===== src/rtl/seg_pkg.sv =====
// -----------------------------------------------------------------------------
// seg_pkg
// Shared definitions for the multiplexed seven-segment display block:
//   SEG_W       - number of segment lines (A..G)
//   SEG_OFF     - all segments dark (active-low)
//   HEX_LUT     - nibble to active-low A..G pattern, bit6 = A ... bit0 = G
//   state_t     - scanner state encoding
//   clog2_safe  - counter width helper that never returns 0
// -----------------------------------------------------------------------------
package seg_pkg;

  localparam int SEG_W = 7;

  localparam logic [SEG_W-1:0] SEG_OFF = 7'h7F;

  // Active-low glyphs for 0..F, bit6 = segment A, bit0 = segment G.
  localparam logic [SEG_W-1:0] HEX_LUT [16] = '{
    7'h01, 7'h4F, 7'h12, 7'h06,   // 0 1 2 3
    7'h4C, 7'h24, 7'h20, 7'h0F,   // 4 5 6 7
    7'h00, 7'h04, 7'h08, 7'h60,   // 8 9 A b
    7'h31, 7'h42, 7'h30, 7'h38    // C d E F
  };

  typedef enum logic {
    ST_OFF,
    ST_SCAN
  } state_t;

  // Width needed to count 0..n-1; at least 1 so a 1-entry counter still has a bit.
  function automatic int clog2_safe(input int n);
    return (n <= 2) ? 1 : $clog2(n);
  endfunction

endpackage


===== src/rtl/seg_hex_decode.sv =====
// -----------------------------------------------------------------------------
// seg_hex_decode
// Combinational hex nibble to active-low seven-segment pattern.
// Ports:
//   nibble  in  4      value 0..F
//   seg     out SEG_W  active-low segments, bit6 = A ... bit0 = G
// -----------------------------------------------------------------------------
module seg_hex_decode
  import seg_pkg::*;
(
  input  logic [3:0]       nibble,
  output logic [SEG_W-1:0] seg
);

  assign seg = HEX_LUT[nibble];

endmodule


===== src/rtl/seg_scan_display.sv =====
// -----------------------------------------------------------------------------
// seg_scan_display
// Time-multiplexed driver for NUM_DIGITS common-anode seven-segment digits with
// per-digit blanking, optional hex decoding, PWM brightness, a one-cycle anode
// dead-time at the start of every digit slot and frame-synchronous updates.
//
// Build option: define SEG_PWM_EN to enable PWM brightness. Without it the
// brightness input is ignored and each digit is lit for its whole slot except
// the dead-time cycle; slot length and frame rate do not change.
//
// Ports:
//   app_clk      in   1               application clock
//   app_rst_n    in   1               synchronous active-low reset
//   enable       in   1               1 = scan, 0 = everything dark
//   load         in   1               capture data inputs into staging
//   hex_mode     in   1               1 = show decoded hex_in, 0 = raw_seg_in
//   raw_seg_in   in   NUM_DIGITS*7    raw active-low segments, digit 0 in LSBs
//   hex_in       in   NUM_DIGITS*4    nibble per digit
//   dots_in      in   NUM_DIGITS      active-low dot per digit
//   blank_in     in   NUM_DIGITS      1 = digit dark
//   brightness   in   BRIGHT_W        PWM duty, sampled live
//   AN_out       out  NUM_DIGITS      active-low anodes
//   A_TO_G_out   out  7               active-low segments
//   DOTS_out     out  1               active-low dot
//   frame_done   out  1               pulse at the end of the last digit slot
// -----------------------------------------------------------------------------
module seg_scan_display
  import seg_pkg::*;
#(
  parameter int NUM_DIGITS = 4,
  parameter int CLK_HZ     = 50000000,
  parameter int REFRESH_HZ = 1000,
  parameter int BRIGHT_W   = 4
) (
  input  logic                        app_clk,
  input  logic                        app_rst_n,
  input  logic                        enable,
  input  logic                        load,
  input  logic                        hex_mode,
  input  logic [NUM_DIGITS*SEG_W-1:0] raw_seg_in,
  input  logic [NUM_DIGITS*4-1:0]     hex_in,
  input  logic [NUM_DIGITS-1:0]       dots_in,
  input  logic [NUM_DIGITS-1:0]       blank_in,
  input  logic [BRIGHT_W-1:0]         brightness,
  output logic [NUM_DIGITS-1:0]       AN_out,
  output logic [SEG_W-1:0]            A_TO_G_out,
  output logic                        DOTS_out,
  output logic                        frame_done
);

  localparam int STEPS = 2 ** BRIGHT_W;
  localparam int PRE   = CLK_HZ / (REFRESH_HZ * NUM_DIGITS * STEPS);
  localparam int PRE_W = clog2_safe(PRE);
  localparam int DIG_W = clog2_safe(NUM_DIGITS);

  localparam logic [PRE_W-1:0]    PRE_LAST  = PRE_W'(PRE - 1);
  localparam logic [DIG_W-1:0]    DIG_LAST  = DIG_W'(NUM_DIGITS - 1);
  localparam logic [BRIGHT_W-1:0] STEP_LAST = '1;

  if (NUM_DIGITS < 1) begin : g_bad_digits
    $error("seg_scan_display: NUM_DIGITS must be >= 1");
  end
  if (PRE < 2) begin : g_bad_pre
    $error("seg_scan_display: prescaler %0d < 2, clock too slow for refresh rate", PRE);
  end

  // ---------------------------------------------------------------------------
  // Scan state and counters
  // ---------------------------------------------------------------------------
  state_t              state;
  logic [PRE_W-1:0]    presc;
  logic [BRIGHT_W-1:0] pwm_step;
  logic [DIG_W-1:0]    digit_idx;

  // NOTE: sequential state is updated with non-blocking assignments only, so
  // every always_ff sees the pre-edge value of every register it reads.
  always_ff @(posedge app_clk) begin
    if (!app_rst_n) begin
      state     <= ST_OFF;
      presc     <= '0;
      pwm_step  <= '0;
      digit_idx <= '0;
    end else if (!enable) begin
      state     <= ST_OFF;
      presc     <= '0;
      pwm_step  <= '0;
      digit_idx <= '0;
    end else if (state == ST_OFF) begin
      // Counters are already parked at 0, so the first SCAN cycle is the
      // dead-time cycle of digit 0.
      state <= ST_SCAN;
    end else if (presc == PRE_LAST) begin
      presc <= '0;
      if (pwm_step == STEP_LAST) begin
        pwm_step  <= '0;
        digit_idx <= (digit_idx == DIG_LAST) ? '0 : digit_idx + DIG_W'(1);
      end else begin
        pwm_step <= pwm_step + BRIGHT_W'(1);
      end
    end else begin
      presc <= presc + PRE_W'(1);
    end
  end

  // ---------------------------------------------------------------------------
  // Staging and display registers
  // ---------------------------------------------------------------------------
  logic [NUM_DIGITS-1:0][SEG_W-1:0] stage_raw,   disp_raw;
  logic [NUM_DIGITS-1:0][3:0]       stage_hex,   disp_hex;
  logic [NUM_DIGITS-1:0]            stage_dots,  disp_dots;
  logic [NUM_DIGITS-1:0]            stage_blank, disp_blank;
  logic                             stage_hex_mode, disp_hex_mode;

  // NOTE: these small register banks are reset on purpose; they drive visible
  // pins, so they must come up blank instead of showing power-up garbage.
  always_ff @(posedge app_clk) begin
    if (!app_rst_n) begin
      stage_raw      <= {NUM_DIGITS{SEG_OFF}};
      stage_hex      <= '0;
      stage_dots     <= '1;
      stage_blank    <= '1;
      stage_hex_mode <= 1'b0;
      disp_raw       <= {NUM_DIGITS{SEG_OFF}};
      disp_hex       <= '0;
      disp_dots      <= '1;
      disp_blank     <= '1;
      disp_hex_mode  <= 1'b0;
    end else begin
      if (load) begin
        stage_raw      <= raw_seg_in;
        stage_hex      <= hex_in;
        stage_dots     <= dots_in;
        stage_blank    <= blank_in;
        stage_hex_mode <= hex_mode;
      end
      // frame_done is high during the dead-time cycle of digit 0, so the swap
      // lands while every anode is off and a frame never mixes old and new.
      // A load on that same cycle lands in staging only and shows next frame.
      if (state == ST_OFF || frame_done) begin
        disp_raw      <= stage_raw;
        disp_hex      <= stage_hex;
        disp_dots     <= stage_dots;
        disp_blank    <= stage_blank;
        disp_hex_mode <= stage_hex_mode;
      end
    end
  end

  // ---------------------------------------------------------------------------
  // Current-digit segment selection
  // ---------------------------------------------------------------------------
  logic [SEG_W-1:0] cur_hex_seg;
  logic [SEG_W-1:0] cur_seg;
  logic             dead_time;
  logic             duty_on;
  logic             lit;
  logic             frame_end;

  seg_hex_decode u_hex_decode (
    .nibble (disp_hex[digit_idx]),
    .seg    (cur_hex_seg)
  );

  assign cur_seg   = disp_hex_mode ? cur_hex_seg : disp_raw[digit_idx];
  assign dead_time = (presc == '0) && (pwm_step == '0);

`ifdef SEG_PWM_EN
  assign duty_on = (pwm_step < brightness);
`else
  assign duty_on = 1'b1;
  logic unused_brightness;
  assign unused_brightness = ^brightness;
`endif

  // enable is used directly so a falling enable darkens the outputs on the
  // very next edge, while the state register catches up on the same edge.
  assign lit = (state == ST_SCAN) && enable && !disp_blank[digit_idx] &&
               duty_on && !dead_time;

  assign frame_end = (state == ST_SCAN) && enable && (presc == PRE_LAST) &&
                     (pwm_step == STEP_LAST) && (digit_idx == DIG_LAST);

  // ---------------------------------------------------------------------------
  // Registered pin drivers: anodes and segments switch on the same edge.
  // ---------------------------------------------------------------------------
  always_ff @(posedge app_clk) begin
    if (!app_rst_n) begin
      AN_out     <= '1;
      A_TO_G_out <= SEG_OFF;
      DOTS_out   <= 1'b1;
      frame_done <= 1'b0;
    end else begin
      AN_out     <= ~(NUM_DIGITS'(lit) << digit_idx);
      A_TO_G_out <= lit ? cur_seg : SEG_OFF;
      DOTS_out   <= lit ? disp_dots[digit_idx] : 1'b1;
      frame_done <= frame_end;
    end
  end

endmodule


===== config.mk =====
export PLATFORM = sky130hd
export DESIGN_NAME = seg_scan_display
export DESIGN_NICKNAME = d
export VERILOG_FILES = /design/src/rtl/seg_pkg.sv /design/src/rtl/seg_hex_decode.sv /design/src/rtl/seg_scan_display.sv
export SDC_FILE = /design/constraint.sdc
export NUM_CORES = 1
export LEC_CHECK = 0
export BUFFER_PORTS_ARGS = -buffer_cell sky130_fd_sc_hd__clkbuf_2
export CAP_MARGIN = 20
export CELL_PAD_IN_SITES_DETAIL_PLACEMENT = 0
export CELL_PAD_IN_SITES_GLOBAL_PLACEMENT = 1
export CORE_ASPECT_RATIO = 0.5
export CORE_MARGIN = 2
export CORE_UTILIZATION = 40
export DETAILED_ROUTE_END_ITERATION = 12
export HOLD_SLACK_MARGIN = 0.15
export PLACE_DENSITY_LB_ADDON = 0.1
export SLEW_MARGIN = 25
export SYNTH_ARGS = -nofsm -noshare
export SYNTH_HDL_FRONTEND = slang
export SYNTH_SLANG_ARGS = --single-unit

===== constraint.sdc =====
create_clock -name app_clk -period 2.31 [get_ports app_clk]
set_input_delay 0.3465 -clock app_clk [delete_from_list [all_inputs] [get_ports app_clk]]
set_output_delay 0.3465 -clock app_clk [all_outputs]
set_load 0.01 [all_outputs]

# Yosys cells after proc, flatten, opt, wreduce, memory -nomap -nowiden
# Memory sizes are Yosys's and may differ from the RTL's.
# Cells that the tools add are included.
# op_classes
n_addsub,3
magnitude_cmp,2
eq_ne,3
n_shift,1
mux,15
bitwise_logic,3
reduce_logical,16
# op_table
cell,count
two-way mux 7 bit,4
binary-select mux 7 bit (select 2 bit),1
adder 10 x 1 -> 10 bit (second input constant),1
equality test 10 bit (second input constant),1
logical NOT 10 bit,1
two-way mux 10 bit,1
binary-select mux 4 bit (select 2 bit),1
two-way mux 4 bit,2
logical AND 1 bit,7
AND reduction 2 bit,3
greater-or-equal comparator 5 bit (second input constant),1
NOT 4 -> 5 bit,1
adder 4 x 1 -> 4 bit (second input constant),1
binary-select mux 1 bit (select 2 bit),2
equality test 4 bit (second input constant),1
logical NOT 4 bit,1
NOT 4 bit,1
left shift 1 x 2 -> 4 bit,1
less-than comparator 2 x 3 -> 1 bit (second input constant),1
two-way mux 1 bit,3
AND reduction 3 bit,1
adder 2 x 1 -> 2 bit (second input constant),1
equality test 2 bit (second input constant),1
logical NOT 1 bit,2
3 further kinds,3
# word_totals
register_bits,136
mem_bits_ro,112
input_bits,61
output_inout_bits,13
wordCells,74
memories,1
# mem_list
memory,depth,word_bits,rd,rd_ports_with_merged_regs,write_ports,line_no,source
(no name shown),16,7,1,0,0,seg_hex_decode.sv:15,assign seg = HEX_LUT[nibble];

# Longest topological paths before layout
# Gate-level depths: netlist (run 1).
# logic_depth
word_depth,7
mapped_depth,8
mapped_depth_nobuf,7

# Modules after synthesis
# A second synthesis (run 1) with hierarchy kept.
# unflattened
cells_unflattened,585
area_unflattened_um2,5597.9
# modules_own_cells
mod,instances,cells_per_inst,area_each_um2,seq_area_each_um2
seg_scan_display,1,554,5335.1,2722.6
seg_hex_decode,1,31,262.8,0.0

# Worst setup path after synthesis (run 1)
# No wires, ideal clock.
# synth_path
path_kind,reg2reg
start,register digit_idx[0]
end,register A_TO_G_out[6]
setup_ps,62
arrival_ps,1901
required_time_ps,2248
setup_slack_ps,348
stages_incl_launch_ff,8
n_path_buf,1
period_less_slack_ps,1962
cell_sequence,dfxtp_1 -> buf_6 -> mux4_1 -> inv_1 -> ha_1 -> mux2i_1 -> or3_1 -> nand3_1
# synth_via
elab_chain_cells,7
word_cells_on_any_way,15
classes_between,9 x mux; 1 x bitwise; 4 x reduce/logical; 1 x memory
# synth_rtl
element,line_no,source
from (decl),seg_scan_display.sv:73,logic [DIG_W-1:0] digit_idx;
from (signal assigned),seg_scan_display.sv:96,digit_idx <= (digit_idx == DIG_LAST) ? '0 : digit_idx + DIG_W'(1);
binary-select mux 4 bit (select 2 bit),seg_scan_display.sv:160,".nibble (disp_hex[digit_idx]),"
two-way mux 4 bit (not written as such),seg_scan_display.sv:160,
NOT 4 -> 5 bit (not written as such),seg_hex_decode.sv:15,
memory (16 x 7 bit),--,
two-way mux 7 bit (not written as such) (2 in a row),seg_hex_decode.sv:15,
two-way mux 7 bit,seg_scan_display.sv:164,assign cur_seg = disp_hex_mode ? cur_hex_seg : disp_raw[digit_idx];
to (signal assigned),seg_scan_display.sv:194,A_TO_G_out <= lit ? cur_seg : SEG_OFF;
to (decl),seg_scan_display.sv:46,"output logic [SEG_W-1:0] A_TO_G_out,"
# Several ways; a longest one is shown, not always the timed one. The select of a mux whose other input is x is not followed.
# A chain may end at the register's enable or synchronous reset.

# Final worst setup path (run 1)
# Ends and elaborated chain as after synthesis.

==> flow_summary_export.csv, run 1 <==
group,metric,value,unit
status,status,"completed",
yosys,yosys.area_share.adder,0.02478,
yosys,synth_largest_area_cell,"dfxtp_1",
grt,grt_usage,0.1749,
grt,grt_remaining_overflow,0,
placement,port-buffer-count,69,
clock_network,cts.reportedPaths.clkPinSlew,0.06,ns
finish,num_antenna_cells,0,
timing,final.setup.tns,0,ns
timing,min_period,2.143,ns
timing,slew_headroom,0.4920,
clock_network,cts.sinks,136,
timing,rsz0062_at_grt,"no",
clock_network,clk_latency,0.42,ns
finish,syn_to_final_growth,27.10,%
setup_path,cp_cell_sequence,"mux4_1, inv_1, ha_1, mux2i_1, or3_1, nand3_1",
flow_run,cap_violations,0,
yosys,synth_nets,656,
drt,drtIter0Drc,239,
yosys,seq_area_frac_synth,0.4902,
timing,hold_viol,0,
drt,vias,4139,
yosys,yosys-top-cells-area,"dfxtp_1 (49%), mux2i_1 (11%), nand2_1 (11%)",
yosys,ys_async_sr_fraction,0,
floorplan,die_y,87.32,um
placement,place.gp.congestion,0.7549,
floorplan,core,0.01355,mm2
yosys,synth_xor_area_frac,0.01577,
drt,vias_per_cell,4.693,
pwr,power.leakage,3.036,nW
yosys,ys_ff_latch,136,
setup_path,startpoint_type,"flop",
finish,nNetsFinal,749,
drt,wl_per_cell,13.98,um
floorplan,io_pins,74,
finish,drive_gt1_frac,0.1884,
setup_path,critPathCaptureType,"flop",
yosys,syn_area_per_cell,9.510,um2
placement,dp_slack,0.2283,ns
grt,antenna_found_initial,0,
yosys,yosysTopAreaCellShare,0.4902,
yosys,yosys_warnings,0,
setup_path,path_max_fanout,5,
yosys,synth_edf_count,0,
yosys,syn_area,0.005554,mm2
pwr,vdd_drop_max,0.0004635,V
clock_network,cts_max_level,4,
yosys,netlist-cell-type-count,40,
finish,final.fill_count,1271,
setup_path,crit_slowest_cell,"mux4_1",
floorplan,die_area,0.01490,mm2
yosys,synthMuxAreaShare,0.1683,
drt,wl,12330,um
placement,hpwl,7916,um
floorplan,start_util,0.4099,
setup_path,criticalPathCategory,"flop to flop",
grt,grt_pass1_wl,20000,um
clock_network,clk_path_buf_depth,2,
clock_network,numCtsBuffers,17,
hold_path,min_path_type,"input pin to flop",
timing,slew_viol_final,0,
clock_network,clockRootBuffer,"clkbuf_16",
drt,drtAntennaViolNets,0,
grt,grt_pass1_vias,3881,
drt,drc,0,
finish,finalNonFillerCells,882,
timing,finalSetupViolations,0,
clock_network,cts_tree,"yes",
floorplan,die_x,170.6,um
pwr,power_density,833.2,mW/mm2
setup_path,cp_slowest_stage_delay,0.69,ns
timing,tightest_slew,0.7619,ns
yosys,syn-instance-count,584,
yosys,synth_compound_area_frac,0.03920,
timing,setup_ws,0.1670,ns
clock_network,post_cts_buffers,0,
timing,finalClockSkew,0.009079,ns
timing,fin_crit_sh,0.9277,
grt,grt_max_degree,107,
floorplan,row_count,30,
setup_path,reg2reg_slack,0.17,ns
drt,drt-pass1-iter-count,4,
setup_path,cp_data_arrival_time,2.50,ns
setup_path,required,2.66,ns
yosys,ys.flop_type,"dfxtp_1",
yosys,synth_top_family_by_area,"simple AND/OR/NAND/NOR gates",
yosys,yosys.area_share.simple,0.2223,
timing,max_freq,466.6,MHz
placement,dpl.cell_count,819,
[report_power, final]
group          internal [W]  leakage (nW)  switching (W)
combinational      0.000212          1.61       0.000205
sequential          0.00246          1.12      0.0000604
clock               0.00184         0.310        0.00111
[synthesized netlist by cell type (4+ instances only)]
cell      instances
a21boi_0         17
and3_1            4
buf_2            10
clkbuf_1         25
dfxtp_1         136
ha_1             11
inv_1            10
mux2i_1          60
mux4_1            5
mux4_2            8
nand2_1         158
nand2b_1          4
nand3_1          44
nand4_1           8
nor2_1           14
nor2b_1          18
o21ai_0           5
or3_1             5
xnor2_1           5
xor2_1            5
[cell type report]
class                      instances  area, um2  area share
clock buffer                      18      429.2     0.06079
multi-input combinational        397       2623      0.3715
inverter                          11      41.29    0.005849
timing repair buffer             114      792.0      0.1122
tap                              192      240.2     0.03403
clock inverter                    14      211.5     0.02995
sequential                       136       2723      0.3857
[critical path: cells and delay by family, from the launching register on]
kind	cells	cell delay, ns
adders and majority gates	1	0.24
and+or+nand+nor	2	0.39
DFF	1	0.49
muxes	2	0.77
buffers and inverters	1	0.19
[flip-flops by register name (all words and copies together), names as in the netlist]
register        flops
disp_raw           28
stage_raw          28
disp_hex           16
stage_hex          16
presc              10
A_TO_G_out          7
AN_out              4
disp_blank          4
disp_dots           4
pwm_step            4
stage_blank         4
stage_dots          4
digit_idx           2
DOTS_out            1
disp_hex_mode       1
frame_done          1
stage_hex_mode      1
state               1
[metrics by stage]
stage               total power [W]  hold WS (ns)  instance area [um2]  utilization
finish                     0.005882        0.1587                 7059       0.5210
global route               0.006133        0.1623                 7059       0.5210
CTS                        0.005949        0.1512                 7056       0.5207
detailed placement         0.002950        0.4529                 6105       0.4505
global placement           0.002948        0.4448                 6105       0.4505
floorplan                  0.002814        0.4319                 5554            -
[cells by family (layout without fill, tap and decap cells)]
| family | after synthesis | after routing |
|---|---|---|
| and+or+nand+nor | 271 | 271 |
| DFF | 136 | 136 |
| muxes | 75 | 75 |
| buffers and inverters | 51 | 157 |
| AOI/OAI and AO/OA | 30 | 30 |
| adders and majority gates | 11 | 11 |
| xor gates and xnor gates | 10 | 10 |
[path summary, 6_finish.rpt]
kind	from	endpoint	depth (start not counted)
setup reg to reg	digit_idx[0]$_SDFFE_PN0P_	A_TO_G_out[6]$_SDFF_PN1_	6
setup / recovery	digit_idx[0]$_SDFFE_PN0P_	A_TO_G_out[6]$_SDFF_PN1_	6
hold reg to reg	disp_hex[15]$_SDFFE_PN0P_	disp_hex[15]$_SDFFE_PN0P_	2
hold / removal	raw_seg_in[10]	stage_raw[10]$_SDFFE_PN1P_	3
[layer usage]
| layer | vias to the layer above | routed length [um] | track usage |
|---|---|---|---|
| met1 | 1908 | 6745 | 0.2523 |
| met2 | 50 | 5104 | 0.2540 |
| met4 | 0 | 149 | 0.06371 |
| li1 | 2167 | - | - |
| met3 | 14 | 327 | 0.04134 |
| met5 | - | 0 | 0 |
[repair_timing]
item,4_1_cts,5_1_grt
hold endpoints to repair,31,0
gates resized for setup,0,0
hold buffers,31,0
[cell usage in the layout (no fill, tap or decap), types with 2 or more instances in the layout]
cell type,instances
nand3_1,44
xor2_1,5
o21ai_0,5
nor2b_1,17
inv_8,2
a21boi_0,17
or3_1,5
a21oi_1,3
dfxtp_1,136
mux4_1,5
inv_1,10
clkbuf_16,17
nand4b_1,3
xnor2_1,5
buf_12,2
nor2_1,14
nand3b_1,3
mux2i_1,60
buf_4,12
clkbuf_2,67
mux4_2,8
clkinv_4,2
nand4_1,8
inv_6,5
and3_1,4
dlygate4sd3_1,31
ha_1,11
nand2_1,158
nor3_1,3
bufinv_16,4
mux2_2,2
nand2b_1,3
No activity file was read; power rests on OpenSTA's default activity.
==> inputs of run 2 (changes only) <==
--- a/config.mk
+++ b/config.mk
@@ -11,7 +11,7 @@
 export CELL_PAD_IN_SITES_GLOBAL_PLACEMENT = 1
 export CORE_ASPECT_RATIO = 0.5
 export CORE_MARGIN = 2
-export CORE_UTILIZATION = 40
+export CORE_UTILIZATION = 44
 export DETAILED_ROUTE_END_ITERATION = 12
 export HOLD_SLACK_MARGIN = 0.15
 export PLACE_DENSITY_LB_ADDON = 0.1
==> flow_summary_export.csv, run 2 (synthesis gave the netlist of run 1 again) <==
group,metric,value,unit
grt,grt_remaining_overflow,0,
setup_path,cp_data_arrival_time,2.45,ns
setup_path,critical_path_buf_inv_count,1,
drt,wl,12290,um
drt,drtAntennaViolNets,0,
placement,port-buffer-count,69,
timing,fin_crit_sh,0.9076,
clock_network,clockRootBuffer,"clkbuf_16",
grt,grt_usage,0.1914,
timing,holdWs,0.1650,ns
finish,drive_gt1_frac,0.1912,
setup_path,cp_cell_sequence,"mux4_1, inv_1, ha_1, mux2i_1, or3_1, nand3_1",
setup_path,required,2.66,ns
clock_network,cts.reportedPaths.clkPinSlew,0.06,ns
timing,min_period,2.096,ns
pwr,power_density,838.5,mW/mm2
clock_network,cts_tree,"yes",
placement,dp_slack,0.2291,ns
finish,final.fill_count,1098,
finish,fin_area,0.006969,mm2
timing,setup_ws,0.2135,ns
finish,syn_to_final_growth,25.48,%
hold_path,min_path_type,"input pin to flop",
floorplan,row_count,28,
setup_path,crit_slowest_cell,"mux4_1",
clock_network,cts.sinks,136,
timing,max_freq,477.0,MHz
clock_network,cts_max_level,4,
flow_run,cap_violations,0,
setup_path,path_max_fanout,5,
timing,rsz0062_at_grt,"no",
clock_network,cts_resized,0,
finish,nNetsFinal,744,
clock_network,clk_latency,0.41,ns
setup_path,path_delay_family,"multiplexers",
grt,grt_pass1_wl,20220,um
drt,wl_per_cell,14.46,um
timing,final.setup.tns,0,ns
floorplan,core,0.01205,mm2
clock_network,numCtsBuffers,17,
grt,antenna_found_initial,0,
timing,slew_viol_final,0,
placement,place_area,0.006078,mm2
floorplan,die_x,162.9,um
timing,tightest_slew,0.7806,ns
grt,grt_max_degree,107,
pwr,power.leakage,3.006,nW
status,status,"completed",
drt,drc,0,
floorplan,start_util,0.4609,
clock_network,clk_path_buf_depth,2,
drt,vias_per_cell,4.908,
drt,drt-pass1-iter-count,4,
floorplan,die_y,83.45,um
timing,hold_viol,0,
finish,reg_top3,"disp_raw x28, stage_raw x28",
pwr,vdd_drop_max,0.0003982,V
grt,grt_pass1_vias,3966,
floorplan,io_pins,74,
finish,num_antenna_cells,0,
drt,vias,4172,
setup_path,startpoint_type,"flop",
finish,final_common_cell,"nand2_1",
setup_path,cp_slowest_stage_delay,0.73,ns
floorplan,die_area,0.01359,mm2
timing,slew_headroom,0.4796,
timing,finalSetupViolations,0,
finish,layout_common_cells,"nand2_1 (158), dfxtp_1 (136), clkbuf_2 (67)",
placement,place.gp.congestion,0.7771,
setup_path,critPathCaptureType,"flop",
timing,finalClockSkew,0.01005,ns
setup_path,criticalPathCategory,"flop to flop",
placement,hpwl,7882,um
drt,drtIter0Drc,212,
## run 2: cell types whose count changed in the layout (fill, tap and decap cells not counted)
| cell | delta |
|---|---|
| clkinvlp_4 | +2 |
| buf_4 | +1 |
| inv_6 | -3 |
| dlygate4sd3_1 | -6 |
| inv_8 | -1 |
| clkinv_2 | +1 |
| clkbuf_8 | +1 |
## run 2: worst paths after layout
kind,to,slack [ns],startpoint,cells past startpoint
setup / recovery,A_TO_G_out[6]$_SDFF_PN1_,0.21,digit_idx[0]$_SDFFE_PN0P_,6
hold reg to reg,disp_raw[1]$_SDFFE_PN1P_,0.46,disp_raw[1]$_SDFFE_PN1P_,2
hold / removal,stage_raw[1]$_SDFFE_PN1P_,0.17,raw_seg_in[1],3
setup reg to reg,A_TO_G_out[6]$_SDFF_PN1_,0.21,digit_idx[0]$_SDFFE_PN0P_,6
## run 2: per-layer routing
layer | wire (um) | up-vias | global-route usage
met2 | 5333 | 79 | 0.2750
met4 | 61 | 0 | 0.05068
li1 | - | 2144 | -
met3 | 476 | 6 | 0.05195
met5 | 0 | - | 0
met1 | 6419 | 1943 | 0.2813
## run 2: through the flow
stage / instances / power, W / utilization
final: 850 / 0.005844 / 0.5783
after global routing: 850 / 0.006072 / 0.5783
after global placement: 793 / 0.002944 / 0.5044
after floorplan: 584 / 0.002814 / -
after detailed placement: 793 / 0.002951 / 0.5044
after CTS: 850 / 0.005904 / 0.5780
## run 2: cell type report
class / count / area (um2) / area share
clock inverter: 13 / 193.9 / 0.02783
tap: 165 / 206.4 / 0.02962
clock buffer: 19 / 442.9 / 0.06355
sequential: 136 / 2723 / 0.3907
multi-input combinational: 397 / 2623 / 0.3763
timing repair buffer: 109 / 739.5 / 0.1061
inverter: 11 / 41.29 / 0.005925
## run 2: repair_timing
action | 4_1_cts | 5_1_grt
endpoints found under the hold margin | 25 | 0
buffers inserted | 0 | 0
hold buffers | 25 | 0
## run 2: worst register-to-register path, stage by stage (launching register included)
cell	delay [ns]
dfxtp_1	0.46
mux4_1	0.73
inv_1	0.17
ha_1	0.20
mux2i_1	0.07
or3_1	0.32
nand3_1	0.09
## run 2: where the power goes
group,total (W),leakage [nW],switching [W],internal [W]
Combinational,0.000417,1.59,0.000210,0.000207
Sequential,0.00251,1.12,0.0000569,0.00246
Clock,0.00291,0.302,0.00106,0.00185
Total,0.00584,3.01,0.00133,0.00451
==> inputs of run 3 (changes only) <==
--- a/config.mk
+++ b/config.mk
@@ -12,6 +12,7 @@
 export CORE_ASPECT_RATIO = 0.5
 export CORE_MARGIN = 2
 export CORE_UTILIZATION = 44
+export CTS_BUF_LIST = sky130_fd_sc_hd__clkbuf_16
 export DETAILED_ROUTE_END_ITERATION = 12
 export HOLD_SLACK_MARGIN = 0.15
 export PLACE_DENSITY_LB_ADDON = 0.1
==> flow_summary_export.csv, run 3 (synthesis gave the netlist of run 1 again) <==
group,metric,value,unit
status,status,"completed",
clock_network,numCtsBuffers,17,
setup_path,path_max_fanout,5,
grt,grt_remaining_overflow,0,
setup_path,r2r_end,"A_TO_G_out[6]$_SDFF_PN1_",
clock_network,cts.sinks,136,
placement,place.gp.congestion,0.7771,
setup_path,reg2reg_slack,0.21,ns
clock_network,cts_max_level,4,
drt,drc,0,
setup_path,critical_path_buf_inv_count,1,
timing,finalSetupViolations,0,
clock_network,clk_latency,0.41,ns
clock_network,post_cts_buffers,0,
grt,grt_pass1_vias,3973,
drt,vias_per_cell,4.899,
setup_path,cp_cell_sequence,"mux4_1, inv_1, ha_1, mux2i_1, or3_1, nand3_1",
drt,wl_met3,438,um
grt,grt_pass1_wl,20240,um
finish,drive_gt1_frac,0.1898,
timing,max_freq,475.5,MHz
grt,grt_usage,0.1915,
clock_network,clk_path_buf_depth,2,
clock_network,clockRootBuffer,"clkbuf_16",
setup_path,critical_path.startpoint,"digit_idx[0]$_SDFFE_PN0P_",
hold_path,min_path_type,"input pin to flop",
drt,met2_length,5362,um
placement,hpwl,7882,um
drt,drt-pass1-iter-count,4,
timing,final.setup.tns,0,ns
timing,finalClockSkew,0.008262,ns
floorplan,start_util,0.4609,
finish,reg_top3,"disp_raw x28, stage_raw x28",
timing,slew_viol_final,0,
grt,grt_max_degree,107,
pwr,power.leakage,3.005,nW
setup_path,startpoint_type,"flop",
floorplan,die_area,0.01359,mm2
finish,nNetsFinal,744,
drt,wl,12290,um
timing,min_period,2.103,ns
timing,fin_crit_sh,0.9104,
hold_path,hp-start,"raw_seg_in[18]",
finish,final.fill_count,1102,
drt,vias,4164,
setup_path,cp_data_arrival_time,2.45,ns
timing,rsz0062_at_grt,"no",
clock_network,cts.reportedPaths.clkPinSlew,0.06,ns
setup_path,path_delay_family,"multiplexers",
setup_path,reg2reg_depth,6,
setup_path,crit_slowest_cell,"mux4_1",
floorplan,die_y,83.45,um
drt,wl_met1,6404,um
floorplan,row_count,28,
timing,hold_viol,0,
clock_network,cts_resized,0,
drt,dr.max_layer_used,"met4",
setup_path,cp_slowest_stage_delay,0.74,ns
drt,wl_per_cell,14.46,um
setup_path,critPathCaptureType,"flop",
timing,slew_headroom,0.4916,
setup_path,r2r_start,"digit_idx[0]$_SDFFE_PN0P_",
floorplan,io_pins,74,
finish,syn_to_final_growth,25.30,%
floorplan,die_x,162.9,um
flow_run,cap_violations,0,
pwr,power_density,833.6,mW/mm2
drt,drtIter0Drc,211,
hold_path,hold_depth,3,
clock_network,cts_tree,"yes",
grt,antenna_found_initial,0,
setup_path,required,2.66,ns
finish,final_common_cell,"nand2_1",
placement,port-buffer-count,69,
floorplan,core,0.01205,mm2
finish,num_antenna_cells,0,
pwr,vdd_drop_max,0.0003986,V
hold_path,holdPathEnd,"stage_raw[18]$_SDFFE_PN1P_",
finish,post-route-util,0.5775,
setup_path,criticalPathCategory,"flop to flop",
drt,drtAntennaViolNets,0,
finish,layout_common_cells,"nand2_1 (158), dfxtp_1 (136), clkbuf_2 (67)",
timing,tightest_slew,0.7626,ns
run 3: cell count changes in the layout (fill, tap and decap cells not counted), sizes merged:
cell and change:
clkbuf -2, clkinv +1, inv +1
run 3: how the worst max path moves through the flow:
stage | end | cells after the start
2_1_floorplan | A_TO_G_out[6]$_SDFF_PN1_ | 7
6_report | A_TO_G_out[6]$_SDFF_PN1_ | 6
4_1_cts | A_TO_G_out[6]$_SDFF_PN1_ | 6
3_3_place_gp | A_TO_G_out[6]$_SDFF_PN1_ | 6
5_1_grt | A_TO_G_out[6]$_SDFF_PN1_ | 6
3_5_place_dp | A_TO_G_out[6]$_SDFF_PN1_ | 6
run 3: final cells by class:
class                   instances  area [um2]  share of cell area
clock buffers                  17       425.4             0.06113
clock inverters                15       201.4             0.02895
inverters                      11       41.29            0.005933
multi-input cells             397        2623              0.3768
flip-flops and latches        136        2723              0.3912
well taps                     165       206.4             0.02967
repair buffers                109       739.5              0.1063
run 3: worst min-delay path, cell delays in order:
cell and delay, ns:
clkbuf_2 0.08, mux2i_1 0.06, nand2_1 0.06
run 3: per-layer routing:
metal / up-vias / GRT usage
met1: 1943 / 0.2809
met2: 64 / 0.2758
met4: 0 / 0.05068
met5: - / 0
li1: 2147 / -
met3: 10 / 0.05195
run 3: what timing repair did:
action | in CTS | in global routing
hold buffers | 25 | 0
endpoints found under the hold margin | 25 | 0
endpoints found under the setup margin | 0 | 0
run 3: power by group:
| group | internal, W | leakage (nW) | switching [W] |
|---|---|---|---|
| Clock | 0.00181 | 0.301 | 0.00106 |
| Sequential | 0.00246 | 1.12 | 0.0000568 |
| Combinational | 0.000207 | 1.59 | 0.000210 |
| Total | 0.00448 | 3.00 | 0.00133 |
run 3: per-stage QoR:
step                      instance area (um2)  setup slack [ns]  hold WS [ns]  std cells  power, W
after floorplan                          5554            0.3477        0.4319        584  0.002814
after global placement                   6078            0.2683        0.4434        793  0.002944
after detailed placement                 6078            0.2291        0.4508        793  0.002951
after CTS                                6955            0.2119        0.1525        850  0.005867
after global routing                     6959           0.06361        0.1524        850  0.006032
final                                    6959            0.2070        0.1639        850  0.005801
